File: src/rtl/multi_timer_if.sv
// rtl/multi_timer_if.sv - CPU peripheral bus bundle for the multi-channel timer
interface multi_timer_if #(
  parameter int CH_BITS = 2
) ();
  logic [CH_BITS+1:0] Addr;
  logic [31:0]        Wd;
  logic               We;
  logic [31:0]        Rd;

  modport master (output Addr, output Wd, output We, input Rd);
  modport slave  (input Addr, input Wd, input We, output Rd);
endinterface

File: src/rtl/multi_timer.sv
// rtl/multi_timer.sv - NUM_CH independent prescaled down-counting timers with masked interrupts
module multi_timer #(
  parameter int CH_BITS = 2,
  parameter int WIDTH   = 32,
  parameter int PS_BITS = 8
) (
  input  logic                  Clk,
  input  logic                  Reset_n,
  multi_timer_if.slave          bus,
  output logic [2**CH_BITS-1:0] IRQ_vec,
  output logic                  IRQ
);
  localparam int NUM_CH = 2**CH_BITS;

  localparam logic [1:0] REG_CTRL   = 2'd0;
  localparam logic [1:0] REG_PRESET = 2'd1;
  localparam logic [1:0] REG_COUNT  = 2'd2;
  localparam logic [1:0] REG_STATUS = 2'd3;

  typedef enum logic [1:0] {S_IDLE, S_LOAD, S_CNT, S_INT} state_t;

  state_t               state_q  [NUM_CH];
  logic [1:0]           mode_q   [NUM_CH];
  logic [PS_BITS-1:0]   ps_q     [NUM_CH];
  logic [PS_BITS-1:0]   pre_q    [NUM_CH];
  logic [WIDTH-1:0]     preset_q [NUM_CH];
  logic [WIDTH-1:0]     count_q  [NUM_CH];
  logic [NUM_CH-1:0]    en_q;
  logic [NUM_CH-1:0]    im_q;
  logic [NUM_CH-1:0]    ir_q;

  logic [NUM_CH-1:0]    sel;
  logic [NUM_CH-1:0]    tick;
  logic [CH_BITS-1:0]   ch;
  logic [1:0]           rsel;
  logic [31:0]          rd_data;
  logic                 unused_wd;

  assign ch        = bus.Addr[CH_BITS+1:2];
  assign rsel      = bus.Addr[1:0];
  // Only the low Wd bits map onto fields; the rest are don't-care.
  assign unused_wd = ^bus.Wd;

  // Per-channel write select and prescaler tick compare
  always_comb begin
    sel  = '0;
    tick = '0;
    for (int i = 0; i < NUM_CH; i++) begin
      sel[i]  = bus.We && (ch == CH_BITS'(i));
      tick[i] = (pre_q[i] == ps_q[i]);
    end
  end

  // Channel FSMs; bus writes are applied after the FSM so a CTRL write wins over
  // the one-shot Enable clear, and the IR set is applied after the W1C so set wins.
  always_ff @(posedge Clk or negedge Reset_n) begin
    if (!Reset_n) begin
      en_q <= '0;
      im_q <= '0;
      ir_q <= '0;
      for (int i = 0; i < NUM_CH; i++) begin
        state_q[i]  <= S_IDLE;
        mode_q[i]   <= 2'b00;
        ps_q[i]     <= '0;
        pre_q[i]    <= '0;
        preset_q[i] <= '0;
        count_q[i]  <= '0;
      end
    end else begin
      for (int i = 0; i < NUM_CH; i++) begin
        if (sel[i] && rsel == REG_STATUS && bus.Wd[0]) ir_q[i] <= 1'b0;

        case (state_q[i])
          S_IDLE: if (en_q[i]) state_q[i] <= S_LOAD;
          S_LOAD: begin
            count_q[i] <= preset_q[i];
            pre_q[i]   <= '0;
            state_q[i] <= S_CNT;
          end
          S_CNT: begin
            if (!en_q[i]) begin
              state_q[i] <= S_IDLE;
            end else if (tick[i]) begin
              pre_q[i] <= '0;
              if (count_q[i] > WIDTH'(1)) begin
                count_q[i] <= count_q[i] - WIDTH'(1);
              end else begin
                count_q[i] <= '0;
                ir_q[i]    <= 1'b1;
                state_q[i] <= S_INT;
              end
            end else begin
              pre_q[i] <= pre_q[i] + PS_BITS'(1);
            end
          end
          S_INT: begin
            if (mode_q[i] == 2'b01) begin
              state_q[i] <= S_LOAD;
            end else begin
              en_q[i]    <= 1'b0;
              state_q[i] <= S_IDLE;
            end
          end
          default: state_q[i] <= S_IDLE;
        endcase

        if (sel[i] && rsel == REG_CTRL) begin
          en_q[i]   <= bus.Wd[0];
          mode_q[i] <= bus.Wd[2:1];
          im_q[i]   <= bus.Wd[3];
          ps_q[i]   <= bus.Wd[4 +: PS_BITS];
        end
        if (sel[i] && rsel == REG_PRESET) preset_q[i] <= bus.Wd[WIDTH-1:0];
      end
    end
  end

  // Combinational register read, zero-extended to 32 bits
  always_comb begin
    rd_data = '0;
    case (rsel)
      REG_CTRL: begin
        rd_data[0]            = en_q[ch];
        rd_data[2:1]          = mode_q[ch];
        rd_data[3]            = im_q[ch];
        rd_data[4 +: PS_BITS] = ps_q[ch];
      end
      REG_PRESET: rd_data[WIDTH-1:0] = preset_q[ch];
      REG_COUNT:  rd_data[WIDTH-1:0] = count_q[ch];
      REG_STATUS: rd_data[0]         = ir_q[ch];
      default:    rd_data            = '0;
    endcase
  end

  assign bus.Rd  = rd_data;
  assign IRQ_vec = ir_q & im_q;
  assign IRQ     = |IRQ_vec;
endmodule

File: src/flat_wrapper.sv
// flat-port wrapper written by rule: the top's interface ports become plain ports
module multi_timer_flat 
#(
  parameter int CH_BITS = 2,
  parameter int WIDTH   = 32,
  parameter int PS_BITS = 8
)
  (Clk, Reset_n, IRQ_vec, IRQ, bus_Addr, bus_Wd, bus_We, bus_Rd);
  multi_timer_if #(.CH_BITS(CH_BITS)) bus_i ();
  input  logic Clk;
  input  logic Reset_n;
  output logic [2**CH_BITS-1:0] IRQ_vec;
  output logic IRQ;
  input wire logic [$bits(bus_i.Addr)-1:0] bus_Addr;
  input wire logic [$bits(bus_i.Wd)-1:0] bus_Wd;
  input wire logic [$bits(bus_i.We)-1:0] bus_We;
  output wire logic [$bits(bus_i.Rd)-1:0] bus_Rd;
  assign bus_i.Addr = bus_Addr;
  assign bus_i.Wd = bus_Wd;
  assign bus_i.We = bus_We;
  assign bus_Rd = bus_i.Rd;
  multi_timer #(.CH_BITS(CH_BITS), .WIDTH(WIDTH), .PS_BITS(PS_BITS)) u_core (.Clk(Clk), .Reset_n(Reset_n), .bus(bus_i), .IRQ_vec(IRQ_vec), .IRQ(IRQ));
endmodule
File: config.mk
export PLATFORM = sky130hd
export DESIGN_NAME = multi_timer_flat
export DESIGN_NICKNAME = d
export VERILOG_FILES = /design/src/rtl/multi_timer_if.sv /design/src/rtl/multi_timer.sv /design/src/flat_wrapper.sv
export SDC_FILE = /design/constraint.sdc
export NUM_CORES = 1
export LEC_CHECK = 0
export ABC_AREA = 1
export CAP_MARGIN = 30
export CELL_PAD_IN_SITES_DETAIL_PLACEMENT = 1
export CELL_PAD_IN_SITES_GLOBAL_PLACEMENT = 1
export CORE_MARGIN = 2
export CORE_UTILIZATION = 30
export CTS_CLUSTER_DIAMETER = 40
export DETAILED_ROUTE_END_ITERATION = 16
export PLACE_DENSITY = 0.71
export SLEW_MARGIN = 10
export SYNTH_ARGS = -nofsm -noshare
export SYNTH_HDL_FRONTEND = slang
export SYNTH_SLANG_ARGS = --single-unit
File: constraint.sdc
create_clock -name Clk -period 1.7 [get_ports Clk]
set_clock_uncertainty 0.15 [all_clocks]
set_input_delay 0.17 -clock Clk [delete_from_list [all_inputs] [get_ports Clk]]
set_output_delay 0.17 -clock Clk [all_outputs]
set_load 0.01 [all_outputs]
Yosys cells after proc, flatten, opt, wreduce, memory -nomap -nowiden --
Cells that the tools add are included.
Cells by class: add/sub/neg operators 8, order comparisons 6, eq/ne operators 50, mux-type cells 105, bitwise operators 2, reductions and logical operators 51
Operator list (number):
- 32-bit 2-to-1 mux | 16
- 32-bit one-hot mux with 2 select lines | 4
- 32-bit binary-select mux with 2-bit select | 2
- 32-bit by 1-bit > comparator with 1-bit output (second input constant) | 4
- 32-bit by 1-bit subtractor with 32-bit output (second input constant) | 4
- 8-bit 2-to-1 mux | 10
- 8-bit one-hot mux with 2 select lines | 4
- 20-bit one-hot mux with 2 select lines | 1
- 1-bit 2-to-1 mux | 39
- 2-bit 2-to-1 mux | 18
- 11-bit one-hot mux with 3 select lines | 1
- 8-bit by 1-bit adder with 8-bit output (second input constant) | 4
- 8-bit == test | 4
- 2-bit one-hot mux with 4 select lines | 4
- 2-bit == test (second input constant) | 12
- 2-bit by 1-bit != test with 1-bit output (second input constant) | 12
- 3-bit != test (second input constant) | 8
- 3-bit AND reduction | 8
- 2-bit by 1-bit == test with 1-bit output (second input constant) | 10
- 1-bit logical AND | 20
- 8-bit binary-select mux with 2-bit select | 1
- 2-bit AND reduction | 8
- 2-bit nonzero test | 8
- 2-bit zero test | 6
- 9 further kinds | 14
Word-level totals: flip-flop bits (word level) 348, input port bits 39, output and inout bits 37, logic and storage cells 255

Longest topological paths before layout --
Gate-level depths: netlist of the first run.
word-level depth 9, depth in mapped cells 13

Least setup slack after synthesis of the first run --
No wires, ideal clock.
path kind register to register, start register u_core.state_q[2] (netlist name), end register u_core.pre_q[14] (netlist name), library setup time 0.119 ns, arrival time 1.596 ns, required time 1.431 ns, path slack -0.165 ns, cell stages (with the launch flop) 12, buffers on the path 1, clock period less this slack 1.865 ns, cells stage by stage dfrtp_1 > inv_1 > ha_1 > buf_2 > nand2_1 > nand2_1 > and3_1 > nand2_1 > nor2_1 > nand3_1 > nand2_1 > nor2_1
Between the ends: word-level cells in the longest chain between the ends 3, elaborated cells between the ends (all ways) 6, classes of those cells eq/ne: 3; mux: 1; reduce/logical: 2
RTL lines:
- start: declaration | RTL line multi_timer.sv:22 | state_t state_q [NUM_CH];
- start signal: indexed assignment | RTL line multi_timer.sv:62 | state_q[i] <= S_IDLE;
- start signal: indexed assignment | RTL line multi_timer.sv:74 | S_IDLE: if (en_q[i]) state_q[i] <= S_LOAD;
- start signal: indexed assignment | RTL line multi_timer.sv:78 | state_q[i] <= S_CNT;
- 2-bit == test / 2-bit by 1-bit == test with 1-bit output (equally long branches) | RTL line multi_timer.sv:73 | case (state_q[i])
- 2-bit by 1-bit != test with 1-bit output (no source line) / 2-bit nonzero test (equally long branches)
- 2-bit AND reduction (no source line)
- end signal: indexed assignment | RTL line multi_timer.sv:93 | pre_q[i] <= pre_q[i] + PS_BITS'(1);
- end: declaration | RTL line multi_timer.sv:25 | logic [PS_BITS-1:0] pre_q [NUM_CH];
Parallel ways exist; a longest one is shown, timed or not. A chain may end at the register's enable or synchronous reset.

Worst setup path after layout of the first run --
start input bus_Addr[2], end register u_core.preset_q[110] (netlist name)
Between the ends: word-level cells in the longest chain between the ends 3
RTL lines:
- start: declaration | RTL line flat_wrapper.sv:14 | input wire logic [$bits(bus_i.Addr)-1:0] bus_Addr;
- 2-bit zero test | RTL line multi_timer.sv:49 | sel[i] = bus.We && (ch == CH_BITS'(i));
- 1-bit logical AND | RTL line multi_timer.sv:49
- 1-bit logical AND | RTL line multi_timer.sv:113 | if (sel[i] && rsel == REG_PRESET) preset_q[i] <= bus.Wd[WIDTH-1:0];
- end signal: indexed assignment | RTL line multi_timer.sv:113
- end: declaration | RTL line multi_timer.sv:26 | logic [WIDTH-1:0] preset_q [NUM_CH];
Every way passes these cells.

==> impl_metrics.py, run 1 <==
metrics = {
    "critical_path": {
        "crit_path_start_kind": "input pin",
        "crit_arrival_ns": 3.04,
        "path_max_fanout": 54,
        "critPathKind": "in -> reg",
        "crit_required_ns": 1.92,
        "cp-end-kind": "flop",
    },
    "clocking": {
        "clk_pin_slew_ns": 0.05,
        "cts.htree.levels": 3,
        "clock_latency_ns": 0.65,
        "clockRootBuffer": "clkbuf_16",
        "cts_inserted_buffers": 73,
        "cts_sinks": 348,
        "cts_tree": "built",
        "clock_path_buffers": 3,
    },
    "die": {
        "die_w_um": 272,
        "die_h_um": 272,
        "rows": 98,
        "io_pins": 76,
        "die-area_sq_um": 74000,
        "core_sq_um": 71400,
        "start_util_pct": 30.2,
    },
    "pwr": {
        "power_density_nw_per_um2": 2150,
        "ir_drop_uv": 1040,
        "p_switching_uw": 41500,
        "pwr-share-comb_pct": 64.6,
        "pwr-share-seq_pct": 16.5,
        "swShare_pct": 49.3,
        "p_leak_uw": 0.0184,
        "p_total_uw": 84200,
        "clkPwrFrac_pct": 18.9,
        "internal_power_uw": 42700,
    },
    "route": {
        "routed_wl_mm": 170,
        "drc": 0,
        "firstDrtPassIters": 6,
        "antenna_left": 0,
        "drtIter0Drc": 3877,
        "wl_per_cell_um": 33.4,
        "via_count": 31800,
        "avgViaCountPerCell": 6.27,
    },
    "layout": {
        "fin_nets": 4142,
        "multiInputGateArea_sq_um": 15900,
        "area_growth_pct": 81.9,
        "design_area_sq_um": 39200,
        "regArea_sq_um": 8750,
        "nFillCells": 8150,
        "drive_gt1_share_pct": 51.5,
    },
    "yosys": {
        "synth_top_cell_area_share_pct": 40.4,
        "yosysWarnings": 0,
        "yosysTopAreaCell": "dfrtp_1",
        "synth_ff_type": "dfrtp_1",
        "synth.most_common_cell": "nand2_1",
        "syn_inst": 3089,
        "synthArstFlopShare_pct": 100,
        "avgSynthCellArea_sq_um": 6.98,
        "synthTopCellsByArea": "dfrtp_1, nand2_1, o21ai_0, nor2_1, inv_1",
        "syn-num-nets": 3164,
        "synth_seq_area_share_pct": 40.4,
        "synth_area_sq_um": 21600,
        "ys_top_cells_by_count": "nand2_1, nor2_1, dfrtp_1, o21ai_0, inv_1",
        "synth_edf_count": 0,
        "ys_ff_latch": 348,
        "ys_types": 48,
    },
    "place": {
        "io_buffer_count": 75,
        "place.gp.congestion": 0.939,
        "hpwlAfterDp_mm": 75.3,
        "postPlaceCellArea_sq_um": 28900,
        "pre_cts_ws_ns": -1.27,
    },
    "timing": {
        "slew_violations": 2,
        "setup_viol": 244,
        "setup_slack_ns": -1.12,
        "max_freq_mhz": 354,
        "rsz0062_at_grt": "true",
        "max_slew.worst_pin.slew_ns": 1.80,
        "hold_viol_final": 0,
        "hold_slack_ns": 0.113,
        "fin_crit_sh_pct": 166,
        "relSlewSlack_pct": -21.4,
        "min_period_ns": 2.82,
    },
    "status": {
        "violations": "capacitance limit, slew limit, setup timing",
        "outcome": "finished, violations left",
    },
    "grt": {
        "grt_first_pass_wirelength_mm": 186,
        "grt_pass1_vias": 29800,
        "grtUsageTotal_pct": 32.9,
        "antenna_found_initial": 18,
        "grt_max_degree": 65,
        "gr-total-overflow": 0,
    },
    "min_path": {
        "hold_class": "in -> reg",
    },
    "flow_run": {
        "maxCapViolCount": 1,
    },
}
-- power by group through the flow --
stage	Clock (uW)	Combinational, uW	Sequential (uW)
after floorplan	0	14000	12600
after global placement	0	28500	12800
after detailed placement	0	29300	12800
after CTS	15200	37700	12800
after global routing	16100	55200	13800
final	15900	54400	13900
-- registers in the layout, summed over array words and instances (netlist names) --
name             count
u_core.count_q     128
u_core.mode_q        8
u_core.preset_q    128
u_core.ps_q         32
u_core.im_q          4
u_core.en_q          4
u_core.pre_q        32
u_core.ir_q          4
u_core.state_q       8
-- area by class of cell --
| type | count | share of cell area (%) |
|---|---|---|
| timing repair buffer | 1024 | 24.5 |
| inverter | 306 | 3.15 |
| tap | 950 | 3.03 |
| antenna | 4 | 0.0255 |
| clock buffer | 89 | 5.08 |
| sequential | 348 | 22.3 |
| timing repair inverter | 1 | 0.0192 |
| clock inverter | 42 | 1.42 |
| multi-input combinational | 2313 | 40.5 |
-- cells by family after synthesis --
| logic type | synth area share, % |
|---|---|
| AO/OA/AOI/OAI | 15.3 |
| flip-flops | 40.4 |
| XOR/XNOR | 4.96 |
| adder cells (fa/ha/maj) | 2.09 |
| AND/OR/NAND/NOR | 29.1 |
| buffers and inverters | 8.14 |
-- layer usage --
metal,GRT usage (%),part of all wire (%),vias up
met1,39.0,33,15700
li1,-,-,11900
met4,19.7,11,24
met3,6.55,12,1371
met5,0,0.090,-
met2,55.4,44,2881
-- placed cells by master, fill, tap and decap left out, types with 16 or more instances in the layout --
master	synthesis	layout
nand4_1	18	18
nand2_2	10	139
buf_12	0	57
buf_4	7	714
o21ai_2	5	98
nor2_1	392	174
dfrtp_1	348	314
nor2_2	20	102
buf_6	9	152
nand3_2	1	41
a22oi_2	0	30
buf_2	33	27
a21oi_1	60	23
nand3_4	0	24
clkbuf_16	0	85
ha_1	36	20
nand2_1	980	779
a21oi_2	5	37
o22ai_1	70	16
o21ai_0	297	178
inv_2	9	127
xor2_1	97	73
nor2_4	5	141
o21ai_1	61	75
o22ai_4	0	19
inv_1	292	158
xor2_2	0	19
nand2_4	2	60
o22ai_2	0	35
clkdlybuf4s50_1	0	33
a22oi_1	59	29
dfrtp_2	0	34
nand3_1	123	59
-- metrics by stage --
step	cells	utilization (%)	setup TNS [ns]
after floorplan	3089	-	-0.116
after global placement	4699	40.4	-161.45
after detailed placement	4699	40.4	-176.46
after CTS	4974	49.3	-52.18
after global routing	5073	54.9	-127.86
final	5077	54.9	-125.19
-- worst max-delay path, cell delays in order --
cell     delay (ns)
buf_2          0.23
nor2_4         0.21
inv_4          0.09
buf_6          0.18
buf_4          0.17
nor2_1         0.21
nand2_2        0.13
buf_12         0.20
o21ai_0        1.40
-- timing repair --
item | 4_1_cts | 5_1_grt
endpoints found under the hold margin | 348 | 0
hold buffers | 2 | 0
setup endpoints to repair | 217 | 209
pin swaps | 280 | 377
cloned | 21 | 10
setup buffers | 144 | 109
gates resized for setup | 928 | 814
-- final timing paths --
| kind | start | end | slack [ns] | depth (start not counted) |
|---|---|---|---|---|
| max reg2reg | u_core.count_q[110] | u_core.count_q[119] | -1.09 | 11 |
| max | bus_Addr[2] | u_core.preset_q[110] | -1.12 | 9 |
| min reg2reg | u_core.preset_q[93] | u_core.preset_q[93] | 0.35 | 2 |
| min in group asynchronous | Reset_n | u_core.preset_q[107] | 0.15 | 3 |
| min | bus_Wd[11] | u_core.ps_q[7] | 0.11 | 3 |
| max in group asynchronous | Reset_n | u_core.count_q[122] | 0.84 | 3 |
(Power assumes the default switching activity.)
==> run 2, diff against run 1 <==
--- a/config.mk
+++ b/config.mk
@@ -11,7 +11,8 @@
 export CELL_PAD_IN_SITES_GLOBAL_PLACEMENT = 1
 export CORE_MARGIN = 2
 export CORE_UTILIZATION = 30
-export CTS_CLUSTER_DIAMETER = 40
+export CTS_CLUSTER_DIAMETER = 150
+export CTS_CLUSTER_SIZE = 28
 export DETAILED_ROUTE_END_ITERATION = 16
 export PLACE_DENSITY = 0.71
 export SLEW_MARGIN = 10
==> impl_metrics.py, run 2 (same netlist as run 1, synthesis figures left out) <==
metrics = {
    "status": {
        "outcome": "finished, violations left",
        "violations": "setup timing",
    },
    "clocking": {
        "cts.htree.levels": 1,
        "cts_inserted_buffers": 16,
        "cts_tree": "built",
        "clk_pin_slew_ns": 0.14,
        "cts_sinks": 348,
        "clockRootBuffer": "clkbuf_16",
        "clock_latency_ns": 0.61,
        "clock_path_buffers": 3,
    },
    "grt": {
        "grtUsageTotal_pct": 28.7,
        "grt_max_degree": 65,
        "grt_pass1_vias": 27000,
        "gr-total-overflow": 0,
        "antenna_found_initial": 4,
        "grt_first_pass_wirelength_mm": 163,
    },
    "timing": {
        "setup_viol": 201,
        "totalNegativeSetupSlack_ns": -78.75,
        "max_freq_mhz": 412,
        "max_slew.worst_pin.slew_ns": 0.573,
        "hold_viol_final": 0,
        "hold_slack_ns": 0.0995,
        "relSlewSlack_pct": 61.8,
        "fin_crit_sh_pct": 143,
        "setup_slack_ns": -0.726,
        "slew_violations": 0,
        "rsz0062_at_grt": "true",
        "min_period_ns": 2.43,
    },
    "layout": {
        "mostFrequentLayoutCells": "nand2_1, buf_4, dfrtp_1, nor2_1, o21ai_0",
        "area_growth_pct": 68.0,
        "largestRegisters": "u_core.count_q (128), u_core.preset_q (128)",
        "final_common_cell": "nand2_1",
        "nFillCells": 8395,
        "drive_gt1_share_pct": 47.6,
        "fin_nets": 4059,
        "stdcell_count": 4934,
        "diodes": 0,
    },
    "pwr": {
        "ir_drop_uv": 854,
        "p_leak_uw": 0.0172,
        "power_density_nw_per_um2": 1860,
    },
    "place": {
        "hpwlAfterDp_mm": 75.3,
        "dp.cells": 4699,
        "io_buffer_count": 75,
        "pre_cts_ws_ns": -1.27,
        "place.gp.congestion": 0.939,
    },
    "critical_path": {
        "crit_required_ns": 2.00,
        "path_max_fanout": 2,
        "crit_path_start_kind": "flop",
        "critPathKind": "reg -> reg",
        "cp-end-kind": "flop",
        "r2r_slack_ns": -0.73,
        "crit_arrival_ns": 2.73,
    },
    "die": {
        "core_sq_um": 71400,
        "die_h_um": 272,
        "die-area_sq_um": 74000,
        "io_pins": 76,
        "die_w_um": 272,
        "rows": 98,
        "start_util_pct": 30.2,
    },
    "route": {
        "wl_met1_mm": 49.6,
        "wl_met2_mm": 63.1,
        "drtIter0Drc": 2785,
        "antenna_left": 0,
        "wl_met3_mm": 10.8,
        "routed_wl_mm": 134,
        "top_layer_used": "met5",
        "firstDrtPassIters": 7,
        "wl_per_cell_um": 27.2,
        "via_count": 28300,
        "drc": 0,
        "avgViaCountPerCell": 5.73,
    },
    "min_path": {
        "hold_class": "in -> async",
    },
    "flow_run": {
        "maxCapViolCount": 0,
    },
}
## run 2: worst paths after layout
path	start	end	cells after the start
worst max-delay path	u_core.count_q[67]	u_core.count_q[77]	12
worst min-delay path	Reset_n	u_core.preset_q[44]	3
worst max register to register	u_core.count_q[67]	u_core.count_q[77]	12
worst min register to register	u_core.preset_q[59]	u_core.preset_q[59]	2
max in group asynchronous	Reset_n	u_core.count_q[80]	3
min in group Clk	bus_Wd[8]	u_core.ps_q[4]	3
## run 2: metal layers
metal	global-route usage, %	vias to the layer above
met2	48.7	1769
li1	-	11700
met4	12.6	8
met1	36.9	14200
met3	3.01	698
met5	0	-
## run 2: critical path, cell delays in order (launching register included)
cell,delay [ns]
dfrtp_1,0.44
buf_6,0.15
buf_6,0.12
nor2_4,0.12
buf_4,0.13
inv_1,0.05
nor2_2,0.16
nand2_2,0.14
buf_4,0.16
xor2_1,0.13
o21ai_1,0.18
nand2_1,0.11
nand2_1,0.25
## run 2: area by class of cell
type                    count  area (sq um)  area share (%)
flip-flops and latches    348          8740            24.1
inverters                 306          1260            3.48
clock buffers              16           400            1.11
well taps                 950          1190            3.28
repair buffers            998          9260            25.6
clock inverters             2          32.5          0.0898
multi-input cells        2313         15300            42.3
repair inverters            1          7.51          0.0207
## run 2: metrics by stage
step | cell area [sq um] | utilization, % | power [uW]
after CTS | 32900 | 46.1 | 54600
after floorplan | 21700 | - | 26600
after global routing | 36200 | 50.7 | 69500
after global placement | 28900 | 40.4 | 41300
final | 36200 | 50.7 | 67500
after detailed placement | 28900 | 40.4 | 42200
## run 2: timing repair
item                                    in CTS  in global routing
resized for setup                          916                694
endpoints found under the hold margin      348                  0
pin swaps                                  268                329
endpoints found under the setup margin     226                209
setup buffers                              147                 83
cloned                                      17                 10
hold buffers                                 2                  0
## run 2: where the power goes
group	internal [uW]	switching [uW]	total, uW
combinational	21000	28300	49300
sequential	10700	2510	13200
clock	1760	3250	5010
total	33400	34000	67500
